`src/rtl/ultrasonido_filtro.sv`:
```
`default_nettype none
// ============================================================================
// Module      : ultrasonido_filtro
// Description : Measurement sequencer and moving-average filter for an
//               ultrasonic ranging module. Pulses ENABLE once per
//               PERIOD_CYC clocks and captures the distance on each rising
//               edge of DONE. It averages the last 2^N_LOG2 samples and raises
//               a hysteretic "near" flag. A measurement that gets no DONE
//               within TIMEOUT_CYC clocks is reported through timeout_err.
// Ports       :
//   clk         in   system clock, rising edge
//   reset       in   asynchronous active-high reset, clears all state
//   run         in   level, keep measuring periodically while high
//   d[7:0]      in   distance (cm) from the ranging module, valid on DONE rise
//   DONE        in   measurement-complete level from the ranging module
//   ENABLE      out  start/hold request to the ranging module
//   dist_avg    out  filtered distance (cm)
//   valid       out  one-cycle pulse when dist_avg updates
//   near        out  obstacle-near flag with hysteresis
//   timeout_err out  last measurement received no DONE
// Revision    : 1.0 - initial release
// ============================================================================
module ultrasonido_filtro #(
  parameter int PERIOD_CYC  = 3000000,
  parameter int TIMEOUT_CYC = 2500000,
  parameter int N_LOG2      = 2,
  parameter int TH_NEAR     = 20,
  parameter int TH_FAR      = 25
) (
  input  logic       clk,
  input  logic       reset,
  input  logic       run,
  input  logic [7:0] d,
  input  logic       DONE,
  output logic       ENABLE,
  output logic [7:0] dist_avg,
  output logic       valid,
  output logic       near,
  output logic       timeout_err
);

  localparam int DEPTH  = 1 << N_LOG2;
  localparam int SUM_W  = 8 + N_LOG2;
  localparam int FILL_W = N_LOG2 + 1;
  localparam int PER_W  = $clog2(PERIOD_CYC);
  localparam int TMO_W  = $clog2(TIMEOUT_CYC + 1);

  typedef enum logic [1:0] {
    S_IDLE  = 2'd0,
    S_START = 2'd1,
    S_WAIT  = 2'd2,
    S_GAP   = 2'd3
  } state_t;

  state_t             state_q;
  logic               enable_q;
  logic               done_q;
  logic               timeout_q;
  logic [PER_W-1:0]   per_q;
  logic [TMO_W-1:0]   tmo_q;

  logic [7:0]         buf_q [DEPTH];
  logic [N_LOG2-1:0]  wp_q;
  logic [SUM_W-1:0]   sum_q;
  logic [FILL_W-1:0]  fill_q;
  logic               upd_q;
  logic [7:0]         avg_q;
  logic               valid_q;
  logic               near_q;

  logic               done_rise;
  logic               accept;
  logic               tmo_term;
  logic               per_term;
  logic [7:0]         avg_new;

  assign done_rise = DONE & ~done_q;
  assign accept    = (state_q == S_WAIT) && done_rise;
  assign tmo_term  = (tmo_q == TMO_W'(TIMEOUT_CYC - 1));
  assign per_term  = (per_q == PER_W'(PERIOD_CYC - 1));
  // Truncating divide by the window size.
  assign avg_new   = sum_q[SUM_W-1:N_LOG2];

  // --------------------------------------------------------------------------
  // Sequencer. Both counters are zero in the START cycle and count every
  // clock after it, so START cycles are exactly PERIOD_CYC apart and the
  // timeout fires TIMEOUT_CYC clocks after ENABLE rises. ENABLE is set on the
  // transition into START so it is already high during the START cycle.
  // --------------------------------------------------------------------------
  always_ff @(posedge clk or posedge reset) begin
    if (reset) begin
      state_q   <= S_IDLE;
      enable_q  <= 1'b0;
      done_q    <= 1'b0;
      timeout_q <= 1'b0;
      per_q     <= '0;
      tmo_q     <= '0;
    end else begin
      done_q <= DONE;
      case (state_q)
        S_IDLE: begin
          enable_q <= 1'b0;
          if (run) begin
            state_q  <= S_START;
            enable_q <= 1'b1;
            per_q    <= '0;
            tmo_q    <= '0;
          end
        end
        S_START: begin
          per_q   <= per_q + 1'b1;
          tmo_q   <= tmo_q + 1'b1;
          state_q <= S_WAIT;
        end
        S_WAIT: begin
          per_q <= per_q + 1'b1;
          tmo_q <= tmo_q + 1'b1;
          // An edge on the terminal cycle still counts as a good sample.
          if (done_rise) begin
            state_q   <= S_GAP;
            enable_q  <= 1'b0;
            timeout_q <= 1'b0;
          end else if (tmo_term) begin
            state_q   <= S_GAP;
            enable_q  <= 1'b0;
            timeout_q <= 1'b1;
          end
        end
        S_GAP: begin
          if (per_term) begin
            per_q <= '0;
            tmo_q <= '0;
            if (run) begin
              state_q  <= S_START;
              enable_q <= 1'b1;
            end else begin
              state_q  <= S_IDLE;
            end
          end else begin
            per_q <= per_q + 1'b1;
          end
        end
        default: begin
          state_q  <= S_IDLE;
          enable_q <= 1'b0;
        end
      endcase
    end
  end

  // --------------------------------------------------------------------------
  // Moving-average filter. The running sum is updated at the edge that ends
  // the capture cycle, and the average is published one edge later. Samples
  // taken before the window first fills update the history silently.
  // --------------------------------------------------------------------------
  always_ff @(posedge clk or posedge reset) begin
    if (reset) begin
      for (int i = 0; i < DEPTH; i++) begin
        buf_q[i] <= '0;
      end
      wp_q    <= '0;
      sum_q   <= '0;
      fill_q  <= '0;
      upd_q   <= 1'b0;
      avg_q   <= '0;
      valid_q <= 1'b0;
      near_q  <= 1'b0;
    end else begin
      upd_q   <= 1'b0;
      valid_q <= 1'b0;
      if (accept) begin
        buf_q[wp_q] <= d;
        // Intermediate wrap is harmless: the final sum always fits.
        sum_q       <= sum_q - SUM_W'(buf_q[wp_q]) + SUM_W'(d);
        wp_q        <= wp_q + 1'b1;
        if (fill_q != FILL_W'(DEPTH)) begin
          fill_q <= fill_q + 1'b1;
        end
        upd_q <= (fill_q >= FILL_W'(DEPTH - 1));
      end
      if (upd_q) begin
        avg_q   <= avg_new;
        valid_q <= 1'b1;
        if (avg_new < 8'(TH_NEAR)) begin
          near_q <= 1'b1;
        end else if (avg_new > 8'(TH_FAR)) begin
          near_q <= 1'b0;
        end
      end
    end
  end

  assign ENABLE      = enable_q;
  assign dist_avg    = avg_q;
  assign valid       = valid_q;
  assign near        = near_q;
  assign timeout_err = timeout_q;

endmodule
`default_nettype wire

```
`config.mk`:
```
export PLATFORM = sky130hd
export DESIGN_NAME = ultrasonido_filtro
export DESIGN_NICKNAME = d
export VERILOG_FILES = /design/src/rtl/ultrasonido_filtro.sv
export SDC_FILE = /design/constraint.sdc
export NUM_CORES = 1
export LEC_CHECK = 0
export ABC_AREA = 0
export ABC_CLOCK_PERIOD_IN_PS = 3500
export CORE_AREA = 2 2 141 143
export CTS_BUF_LIST = sky130_fd_sc_hd__clkbuf_8
export DETAILED_ROUTE_END_ITERATION = 8
export DIE_AREA = 0 0 143 145
export GPL_TIMING_DRIVEN = 0
export HOLD_SLACK_MARGIN = 0.02
export PLACE_DENSITY_LB_ADDON = 0.2
export SYNTH_ARGS = -nofsm -noshare
export SYNTH_HDL_FRONTEND = slang
export SYNTH_SLANG_ARGS = --single-unit
```
`constraint.sdc`:
```
create_clock -name clk -period 3.5 [get_ports clk]
set_input_delay 0.525 -clock clk [delete_from_list [all_inputs] [get_ports clk]]
set_output_delay 0.525 -clock clk [all_outputs]
set_load 0.05 [all_outputs]
```
==> results <==
[per-stage QoR]
stage / total power, µW / util / cell area, µm² / TNS, ns / hold slack, ns
CTS: 2150 / 0.348 / 6680 / 0 / 0.390
global placement: 1370 / 0.336 / 6450 / -171.01 / 0.363
detailed placement: 1370 / 0.337 / 6480 / -0.390 / 0.364
finish: 2120 / 0.349 / 6700 / 0 / 0.389
floorplan: 1330 / - / 5890 / 0 / 0.352
global route: 2220 / 0.349 / 6700 / 0 / 0.393
[final timing paths]
path,startpoint,endpoint,depth (start not counted)
setup / recovery,wp_q[0],sum_q[6],11
hold / removal,upd_q,valid,0
setup reg to reg,wp_q[0],sum_q[6],11
hold reg to reg,upd_q,valid,0
max in group asynchronous,reset,per_q[18],3
min in group asynchronous,reset,dist_avg[0],2
[cell families (layout without fill, tap and decap cells)]
kind of cell    Yosys count  after routing  synth area share
flops                   107            107             0.455
fa+ha+maj                32             32            0.0782
xor+xnor                  7              7            0.0104
simple gates            229            229             0.194
compound gates          146            146             0.156
mux                      21             21            0.0555
buf+inv                  78            118            0.0516
[layout by cell type (no fill, tap or decap), types with 13 or more instances in the layout]
cell type	n
clkdlybuf4s50_1	23
a31oi_1	15
nor2_1	15
dfrtp_1	107
nand3b_1	15
ha_1	24
nand2_1	106
o21ai_0	61
clkbuf_1	18
and3_1	15
nor3_1	14
a21oi_1	17
o221ai_1	14
nand3_1	22
inv_1	52
mux2_2	13
[where the power goes]
group,switching (µW),internal [µW]
Combinational,70.1,42.0
Sequential,0.432,1240
Clock,476,293
[critical path, cell delays in order, from the launching register on]
cell      delay [ns]
dfrtp_1         0.44
buf_12          0.18
mux4_2          0.53
fa_1            0.50
inv_1           0.05
ha_1            0.33
nor2b_1         0.15
o21a_1          0.20
o21ai_2         0.18
a21boi_0        0.13
or3_1           0.31
a31o_2          0.23
[cell usage after synthesis (4+ instances only)]
cell type | n | area, µm²
or3_1 | 4 | 25.0
mux4_2 | 8 | 180
o211ai_1 | 4 | 30.0
o31ai_1 | 4 | 30.0
or4_1 | 5 | 37.5
a41oi_1 | 4 | 35.0
dfrtp_1 | 107 | 2680
o21ai_0 | 62 | 310
fa_1 | 8 | 160
nor2_1 | 15 | 56.3
nor3_1 | 14 | 70.1
nand2b_1 | 6 | 37.5
xnor2_1 | 4 | 35.0
clkbuf_1 | 20 | 75.1
a31oi_1 | 15 | 93.8
a211oi_1 | 4 | 30.0
nand3b_1 | 15 | 113
o21a_1 | 4 | 30.0
and3_1 | 15 | 93.8
nand2_1 | 106 | 398
inv_1 | 53 | 199
nand3_1 | 22 | 110
a21oi_1 | 17 | 85.1
nand4_1 | 6 | 37.5
ha_1 | 24 | 300
mux2_2 | 13 | 146
o221ai_1 | 14 | 123
[sequential cells by signal, summed over array words and instances, names as in the netlist]
name and flops:
dist_avg 8, sum_q 10, per_q 22, timeout_err 1
state_q 2, tmo_q 22, near 1, buf_q 32
valid 1, wp_q 2, upd_q 1, fill_q 3
done_q 1, ENABLE 1
[repair_timing]
action,in CTS,in global routing
setup endpoints to repair,4,3
hold buffers,0,0
gates resized for setup,4,4
buffers inserted,0,0
hold endpoints to repair,0,0
[final cells by class]
class                      instances  area, µm²  area share
clock buffer                      10        138      0.0206
inverter                          53        201      0.0301
timing repair buffer              24        258      0.0385
clock inverter                     6       52.6     0.00785
multi-input combinational        435       2920       0.435
sequential                       107       2680       0.400
buffer                            25        123      0.0183
tap                              265        332      0.0495
[layer usage]
metal | global-route usage | vias up | part of all wire
li1 | - | 2276 | -
met1 | 0.199 | 2264 | 0.48
met2 | 0.218 | 85 | 0.47
met3 | 0.0343 | 10 | 0.040
met4 | 0.0356 | 0 | 0.010
met5 | 0 | - | 0
==> results.yml <==
drt:
  wirelength_mm: 13.8
  drtAntennaViolNets: 0
  drt_iter0_drc: 264
  drcViolationCount: 0
  wl_per_cell_um: 14.9
  vias_per_cell: 5.01
  first_pass_iters: 5
  num_vias: 4635
die:
  die_w_um: 143
  die_h_um: 145
  std_cell_rows: 51
  start_util: 0.307
  dieArea_um2: 20700
  core_um2: 19200
  boundaryPins: 24
logic_synthesis:
  synthCells: 620
  synth-seq-cells: 107
  yosysSeqAreaShare: 0.455
  netlist_area_um2: 5890
  syn_nets: 664
  async_reset_ff_frac: 1.00
  synth_edf_count: 0
  avgSynthCellArea_um2: 9.50
  ys_warn_count: 0
  synth.distinct_cells: 55
  synth_ff_type: "dfrtp_1"
grt:
  grt_pass1_wl_mm: 23.4
  grt_pass1_vias: 4587
  grt_max_degree: 62
  grt_overflow_total: 0
  antenna_found_initial: 0
  gr-usage-all-layers: 0.141
timing:
  worst_slack_ns: 0.181
  slew_violations: 0
  slew_headroom: 0.583
  clock_skew_ns: 0.0136
  worst_slew_pin_slew_ns: 0.625
  finalCritPeriodShare: 0.948
  setup_viol_count_final: 0
  period_minus_slack_ns: 3.32
  rsz0062_at_grt: "no"
  fmax_ghz: 0.301
  hold_viol: 0
critical_path:
  worst_ep_arrival_time_ns: 3.60
  worstPathRequired_ns: 3.79
  critPathMaxFanout: 10
  worstSetupStartpointType: "flip-flop"
  critPathKind: "reg -> reg"
  critPathCaptureType: "flip-flop"
  reg2reg_slack_ns: 0.18
final_layout:
  layout-drive-gt1-share: 0.0803
  antenna_cells: 0
  area_growth_pct: 13.7
  nNetsFinal: 699
  fillCellCount: 1987
  finalNonFillerCells: 925
cts:
  root_buffer: "clkbuf_8"
  clk_pin_slew_ns: 0.11
  cts_buffers: 9
  cts_tree: "done"
  clk_latency_ns: 0.40
  cts_num_sinks: 107
  clockBufferDepth: 2
  h-tree-depth: 3
pwr:
  p_leak_uw: 0.00290
  peakVddDrop_v: 0.000159
  power_density_nw_per_um2: 316
place:
  place.gp.congestion: 0.767
  place_hpwl_mm: 9.89
  dp.cells: 909
  preCtsSetupSlack_ns: -0.251
  numPortBuffers: 23
hold_path:
  min_path_type: "reg -> reg"
flow_run:
  maxCapViolations: 0
status:
  outcome: "finished clean"
(Power assumes the default switching activity.)
